**src/rtl/matvec_requant_stream.sv**
```systemverilog
// Requantization stage after the mat-vec engine: bias add, rounding shift,
// DW-bit saturation, optional ReLU, with last/done framing per N-element job.
module matvec_requant_stream #(
    parameter int N   = 786,
    parameter int DW  = 16,
    parameter int SHW = 5,
    localparam int CW = $clog2(N + 1)
) (
    input  logic              clk_i,
    input  logic              rst_i,
    input  logic              start_i,
    input  logic [SHW-1:0]    shift_i,
    input  logic              relu_en_i,
    input  logic              in_valid_i,
    output logic              in_ready_o,
    input  logic [2*DW-1:0]   in_data_i,
    input  logic [2*DW-1:0]   in_bias_i,
    output logic              out_valid_o,
    input  logic              out_ready_i,
    output logic [DW-1:0]     out_data_o,
    output logic              out_last_o,
    output logic              busy_o,
    output logic              done_o,
    output logic [CW-1:0]     sat_count_o
);
    localparam int SW = 2*DW + 1;
    localparam int AW = 2*DW + 2;
    localparam logic signed [AW-1:0] MAXV = (AW'(1) << (DW-1)) - AW'(1);
    localparam logic signed [AW-1:0] MINV = ~MAXV;

    typedef enum logic [1:0] {IDLE, RUN, DRAIN, DONE} state_t;

    state_t                 state_q, state_d;
    logic [SHW-1:0]         shift_q;
    logic                   relu_q;
    logic [CW-1:0]          in_cnt_q, out_cnt_q, sat_cnt_q;
    logic                   s1_vld_q;
    logic signed [SW-1:0]   s1_sum_q;
    logic                   out_vld_q;
    logic [DW-1:0]          out_data_q;

    logic en, in_fire, out_fire, last_beat;
    logic signed [AW-1:0]   ext, rnd, shr;
    logic                   sat;
    logic [DW-1:0]          q;

    // One advance signal for both stages: the pipe moves only when the output slot frees.
    assign en         = !out_vld_q || out_ready_i;
    assign in_ready_o = (state_q == RUN) && en && (in_cnt_q < CW'(N));
    assign in_fire    = in_valid_i && in_ready_o;
    assign out_fire   = out_vld_q && out_ready_i;
    assign last_beat  = (out_cnt_q == CW'(N-1));

    assign out_valid_o = out_vld_q;
    assign out_data_o  = out_data_q;
    assign out_last_o  = out_vld_q && last_beat;
    assign busy_o      = (state_q != IDLE);
    assign done_o      = (state_q == DONE);
    assign sat_count_o = sat_cnt_q;

    always_comb begin
        ext = {s1_sum_q[SW-1], s1_sum_q};
        rnd = '0;
        if (shift_q != '0) rnd = AW'(1) << (shift_q - SHW'(1));
        shr = (ext + rnd) >>> shift_q;
        sat = 1'b0;
        q   = shr[DW-1:0];
        if (shr > MAXV) begin
            q   = MAXV[DW-1:0];
            sat = 1'b1;
        end else if (shr < MINV) begin
            q   = MINV[DW-1:0];
            sat = 1'b1;
        end
        if (relu_q && q[DW-1]) q = '0;
    end

    always_ff @(posedge clk_i) begin
        if (rst_i) begin
            s1_vld_q   <= 1'b0;
            s1_sum_q   <= '0;
            out_vld_q  <= 1'b0;
            out_data_q <= '0;
        end else if (en) begin
            s1_vld_q  <= in_fire;
            if (in_fire)
                s1_sum_q <= {in_data_i[2*DW-1], in_data_i} + {in_bias_i[2*DW-1], in_bias_i};
            out_vld_q <= s1_vld_q;
            if (s1_vld_q) out_data_q <= q;
        end
    end

    always_ff @(posedge clk_i) begin
        if (rst_i) begin
            shift_q   <= '0;
            relu_q    <= 1'b0;
            in_cnt_q  <= '0;
            out_cnt_q <= '0;
            sat_cnt_q <= '0;
        end else if (state_q == IDLE && start_i) begin
            shift_q   <= (int'(shift_i) >= 2*DW) ? SHW'(2*DW-1) : shift_i;
            relu_q    <= relu_en_i;
            in_cnt_q  <= '0;
            out_cnt_q <= '0;
            sat_cnt_q <= '0;
        end else begin
            if (in_fire)                 in_cnt_q  <= in_cnt_q + CW'(1);
            if (out_fire)                out_cnt_q <= out_cnt_q + CW'(1);
            if (en && s1_vld_q && sat)   sat_cnt_q <= sat_cnt_q + CW'(1);
        end
    end

    always_ff @(posedge clk_i) begin
        if (rst_i) state_q <= IDLE;
        else       state_q <= state_d;
    end

    always_comb begin
        state_d = state_q;
        case (state_q)
            IDLE:    if (start_i) state_d = RUN;
            RUN:     if (in_fire && in_cnt_q == CW'(N-1)) state_d = DRAIN;
            DRAIN:   if (out_fire && last_beat) state_d = DONE;
            DONE:    state_d = IDLE;
            default: state_d = IDLE;
        endcase
    end
endmodule
```
**config.mk**
```make
export PLATFORM = sky130hd
export DESIGN_NAME = matvec_requant_stream
export DESIGN_NICKNAME = d
export VERILOG_FILES = /design/src/rtl/matvec_requant_stream.sv
export SDC_FILE = /design/constraint.sdc
export NUM_CORES = 1
export LEC_CHECK = 0
export CORE_UTILIZATION = 45
export CTS_CLUSTER_DIAMETER = 40
export DETAILED_ROUTE_END_ITERATION = 6
export PLACE_DENSITY_LB_ADDON = 0.2
export SYNTH_ARGS = -nofsm -noshare
export SYNTH_HDL_FRONTEND = slang
export SYNTH_SLANG_ARGS = --single-unit
```
**constraint.sdc**
```tcl
create_clock -name clk_i -period 6 [get_ports clk_i]
set_input_delay 1.2 -clock clk_i [delete_from_list [all_inputs] [get_ports clk_i]]
set_output_delay 1.2 -clock clk_i [all_outputs]
set_load 0.01 [all_outputs]
```
Word level (Yosys, flattened, before mapping)
Cells that the tools add are included.
- ROM bits: 0
- input port bits: 75
- latch bits: 0
- memory bits (writable): 0
- memories: 0
- register bits after elaboration: 89
- output and inout port bits: 31
- logic and storage cells: 59
- multipliers: 0
- multiplexer cells: 10
- shift-type cells: 2
- equal/unequal tests: 8
- add/subtract/negate cells: 6
- bitwise gates (word level): 0
- magnitude comparators: 3
- divide/modulo/power cells: 0
- reductions and logical operators: 20
- operators with widths (operator ; count):
    $mux W16 ; 3
    $add A33 B34 Y34 ; 1
    $gt A34 B16 Y1 const B ; 1
    $lt A34 B16 Y1 const B ; 1
    $mux W34 ; 1
    $shl A1 B5 Y34 const A ; 1
    $sshr A34 B5 Y34 ; 1
    $add A32 B32 Y33 ; 1
    $add A10 B1 Y10 const B ; 3
    $eq A10 B10 Y1 const B ; 2
    $logic_and A1 B1 Y1 ; 11
    $lt A10 B10 Y1 const B ; 1
    $pmux W2 S4 ; 1
    $mux W2 ; 3
    $reduce_bool A5 Y1 ; 1
    $sub A5 B1 Y5 const B ; 1
    $eq A2 B2 Y1 const B ; 2
    $ne A2 B2 Y1 const B ; 2
    $reduce_and A2 Y1 ; 2
    $reduce_and A3 Y1 ; 1
    $eq A2 B1 Y1 const B ; 1
    $logic_not A2 Y1 ; 1
    $mux W1 ; 2
    $ne A2 B1 Y1 const B ; 1
    other kinds (4) ; 4

Logic depth before layout (Yosys ltp)
- word-level depth: 10
- gate-level depth with buffers: 25

Least setup slack after synthesis
No wires, ideal clock.
- path type: register to register
- start point: reg shift_q[0]
- end point: reg out_data_q[14] (netlist: out_data_o[14])
- cell stages (with the launch flop): 25
- clock period less this slack: 5921 ps
- path slack: 79 ps
- path buffers: 6
- arrival: 5862 ps
- required time: 5941 ps
- cells stage by stage: dfxtp_1 -> clkbuf_1 -> clkbuf_1 -> clkbuf_1 -> buf_1 -> clkbuf_1 -> nand2_1 -> nor2_1 -> ha_1 -> fa_1 -> a211oi_1 -> o211ai_4 -> nand4_2 -> and3_4 -> or3_4 -> mux2_4 -> a2111oi_4 -> o221ai_2 -> nor4_2 -> nand3_1 -> o31a_1 -> o31a_1 -> nor3_4 -> buf_6 -> a221o_1
- cells in the longest elaborated chain, start to end: 10
- elaborated cells on any way between the ends: 12
- RTL lines (what ; RTL line ; RTL):
    from (decl) ; 34 ; logic [SHW-1:0] shift_q;
    from (signal assigned) ; 101 ; shift_q <= (int'(shift_i) >= 2*DW) ? SHW'(2*DW-1) : shift_i;
    $sub A5 B1 Y5 ; 64 ; if (shift_q != '0) rnd = AW'(1) << (shift_q - SHW'(1));
    $shl A1 B5 Y34 ; 64 ;
    $mux W34 ; 64 ;
    $add A33 B34 Y34 ; 65 ; shr = (ext + rnd) >>> shift_q;
    $sshr A34 B5 Y34 * ; 65 ;
    $lt A34 B16 Y1 ; 71 ; end else if (shr < MINV) begin
    $mux W16 ; 71 ;
    $mux W16 * ; 68 ; if (shr > MAXV) begin
    $logic_and A1 B1 Y1 ; 75 ; if (relu_q && q[DW-1]) q = '0;
    $mux W16 * ; 75 ;
    to (signal assigned) ; 89 ; if (s1_vld_q) out_data_q <= q;
    to (decl) ; 40 ; logic [DW-1:0] out_data_q;
Mark *: on every way between the ends. The rest lies on a longest branch, timed or not.
A chain may end at the register's enable or synchronous reset.

Worst setup path in the final report
- start point: reg shift_q[2]
- end point: reg out_data_q[3] (netlist: out_data_o[3])
Same word-level chain as after synthesis.

==> impl_results.md <==
* Status: finished clean
* Initial Utilization at 0.462
* Synth unique cells at 92
* Final wirelength at 30600 microns
* Synth Net Count at 1497
* Flops & latches, synth at 89
* Global-route wire length before repair at 49300 microns
* Pleak at 0.00457 uW
* Critical Path AT at 5.87 ns
* Area Growth Syn to Fin at 17.9%
* Root Buffer: clkbuf_16
* CTS tree: yes
* Gr ovfl total at 0
* Sink Count at 89
* Setup TNS at 0 ns
* Residual DRC at 0
* Most frequent cells in the layout: nand2_1 (171), nor2_1 (156), a21oi_1 (118)
* Final ANT Viol Nets at 0
* CTS buffer count at 9
* Setup crit end kind: register
* Core Area at 21200 sq um
* Initial antenna violation count at 0
* Vias in the first global route at 9654
* Ports at 106
* Post-synth EDFFs at 0
* Fill cells at 2117
* Sequential area share after synthesis at 0.182
* Hold WC Path Type: register to register
* Vias at 10500
* Port Buf Inserts at 105
* NumNets Final at 1580
* Share of cells above drive strength 1 at 0.0774
* YS warnings at 0
* Final setup viols at 0
* Worst slew margin at 0.316
* DP Area at 11200 sq um
* Post-layout instance area at 11600 sq um
* Mapped Area at 9800 sq um
* Die Span X at 150 microns
* Worst EP required at 6.25 ns
* Die Span Y at 150 microns
* Tcrit/Tclk final at 0.937
* Number of DRC markers in iteration 0 at 869
* Syn Area/Cell at 7.28 sq um
* Top_reg_cell synth: dfxtp_1
* DP Worst Slack at 0.355 ns
* Period minus WS final at 5.62 ns
* Max Cap Viol at 0
* Setup WS post-layout at 0.377 ns
* Slew @ Worst Pin at 1.03 ns
* Final GP Congestion at 1.02
* Ys async rst share at 0
* Worst-path fanout max at 20
* CTS max path bufs at 2
* First-pass iteration count of the detailed router at 6
* DIE AREA at 22400 sq um
* Rows at 53
* Diode count at 0
* Depth of the CTS H-tree at 3
* Unrepaired setup endpoints after global routing: no
* Total power at 2860 uW
* Routed WL per cell at 17.9 microns
* Hold slack at 0.463 ns
* CTS clk-pin slew, worst paths at 0.08 ns
* Layout Skew at 0.0167 ns
* Setup Crit Path Kind: register to register
* Worst-skew pair later-pin latency at 0.36 ns
* Commonest non-fill, non-tap cell in the layout: nand2_1
* Worst VDD drop at 0.148 mV
* GRT Total Usage at 0.274
* Slew Viols, Final at 0
* DP HPWL at 24100 microns
* Fmax at 178 MHz
* Crit start category: register
* Vias per cell at 6.13
* Largest net degree at the start of global routing at 50
* Mapped Cells at 1346
* Pwr Density at 248 nW/um^2
* Final hold viol count at 0
## synthesized netlist by cell type (all sizes together), types with 5 or more instances
cell,number,share of area
nor2b,10,0.0064
nand3,44,0.022
a221oi,5,0.0051
a211o,9,0.0080
o21ai,64,0.033
mux2i,43,0.044
or2,5,0.0032
o311ai,5,0.0063
nor2,156,0.060
dfxtp,89,0.18
ha,74,0.094
and2,14,0.0089
o21bai,7,0.0054
xor2,30,0.027
or4,7,0.0057
a21o,22,0.017
buf,28,0.014
nor4,10,0.0077
a211oi,33,0.026
o31ai,17,0.013
a311oi,6,0.0054
o21a,15,0.011
or3,11,0.0075
and3,15,0.010
clkbuf,47,0.018
o31a,6,0.0054
a221o,18,0.018
mux2,15,0.018
a31oi,8,0.0051
o41ai,5,0.0045
a22oi,6,0.0046
a21oi,122,0.065
nand4,23,0.015
o22ai,7,0.0045
nand2b,11,0.0070
xnor2,31,0.028
nor3,48,0.027
nand2,171,0.065
inv,25,0.0096
o211ai,23,0.019
## kinds of logic after synthesis
group,Yosys count,share of synthesized area
AO/OA/AOI/OAI,414,0.292
XOR/XNOR,61,0.0545
adder cells (fa/ha/maj),76,0.0985
buffers and inverters,102,0.0426
flip-flops,89,0.182
multiplexers,61,0.0684
other,1,0.000383
AND/OR/NAND/NOR,542,0.262
## power breakdown
part,switching (uW),total [uW],internal [uW],leakage (uW)
sequential,69.9,734,664,0.000722
clock,265,597,331,0.000149
combinational,920,1530,613,0.00370
## metrics by stage
step           instances  utilization
3_5_place_dp        1693        0.528
2_1_floorplan       1346            -
3_3_place_gp        1693        0.528
5_1_grt             1709        0.545
6_report            1709        0.545
4_1_cts             1709        0.543
## timing repair
action,in CTS,in global routing
endpoints found under the hold margin,0,0
buffers inserted,0,0
setup endpoints to repair,0,16
hold buffers,0,0
resized for setup,0,7
## routing by layer
layer  vias to the layer above  track usage  part of all wire
met5                         -            0                 0
met2                       388        0.413              0.43
met1                      4857        0.386              0.47
met3                        53       0.0585             0.078
li1                       5186            -                 -
met4                         0       0.0857             0.024
## path summary, 6_finish.rpt
check	slack (ns)	startpoint	end	cells after the start
hold reg to reg	0.46	s1_sum_q[24]$_SDFFE_PP0P_	s1_sum_q[24]$_SDFFE_PP0P_	2
hold / removal	0.46	s1_sum_q[24]$_SDFFE_PP0P_	s1_sum_q[24]$_SDFFE_PP0P_	2
setup reg to reg	0.38	shift_q[2]$_SDFFE_PP0P_	out_data_o[3]$_SDFFE_PP0P_	20
setup / recovery	0.38	shift_q[2]$_SDFFE_PP0P_	out_data_o[3]$_SDFFE_PP0P_	20
## critical path, cell delays in order (launching register included)
cell and delay (ns):
dfxtp_1 0.52, buf_12 0.19, nand2_1 0.20, nor3_1 0.29, ha_1 0.34, a21oi_1 0.20
o211ai_1 0.23, a221o_1 0.45, a21o_1 0.33, a21oi_4 0.28, xnor2_1 0.19, mux2_2 0.24
mux2i_1 0.15, o311a_1 0.37, nor4b_1 0.33, a41oi_1 0.17, nor3_2 0.20, buf_4 0.25
nor4_2 0.07, buf_4 0.23, a221o_1 0.27
## sequential cells by signal (all words and copies together), names as in the netlist
| name | count |
|---|---|
| in_cnt_q | 10 |
| out_cnt_q | 10 |
| out_data_o | 16 |
| out_valid_o | 1 |
| relu_q | 1 |
| s1_sum_q | 33 |
| s1_vld_q | 1 |
| sat_count_o | 10 |
| shift_q | 5 |
| state_q | 2 |
## cell type report
cell class | instances | area [sq um] | area share
Inverter | 27 | 101 | 0.00877
Timing Repair Buffer | 147 | 1370 | 0.119
Sequential cell | 89 | 1780 | 0.154
Clock buffer | 9 | 225 | 0.0195
Multi-Input combinational cell | 1155 | 7650 | 0.662
Clock inverter | 7 | 83.8 | 0.00725
Tap cell | 275 | 344 | 0.0298
Power figures use the tool's default switching activity.
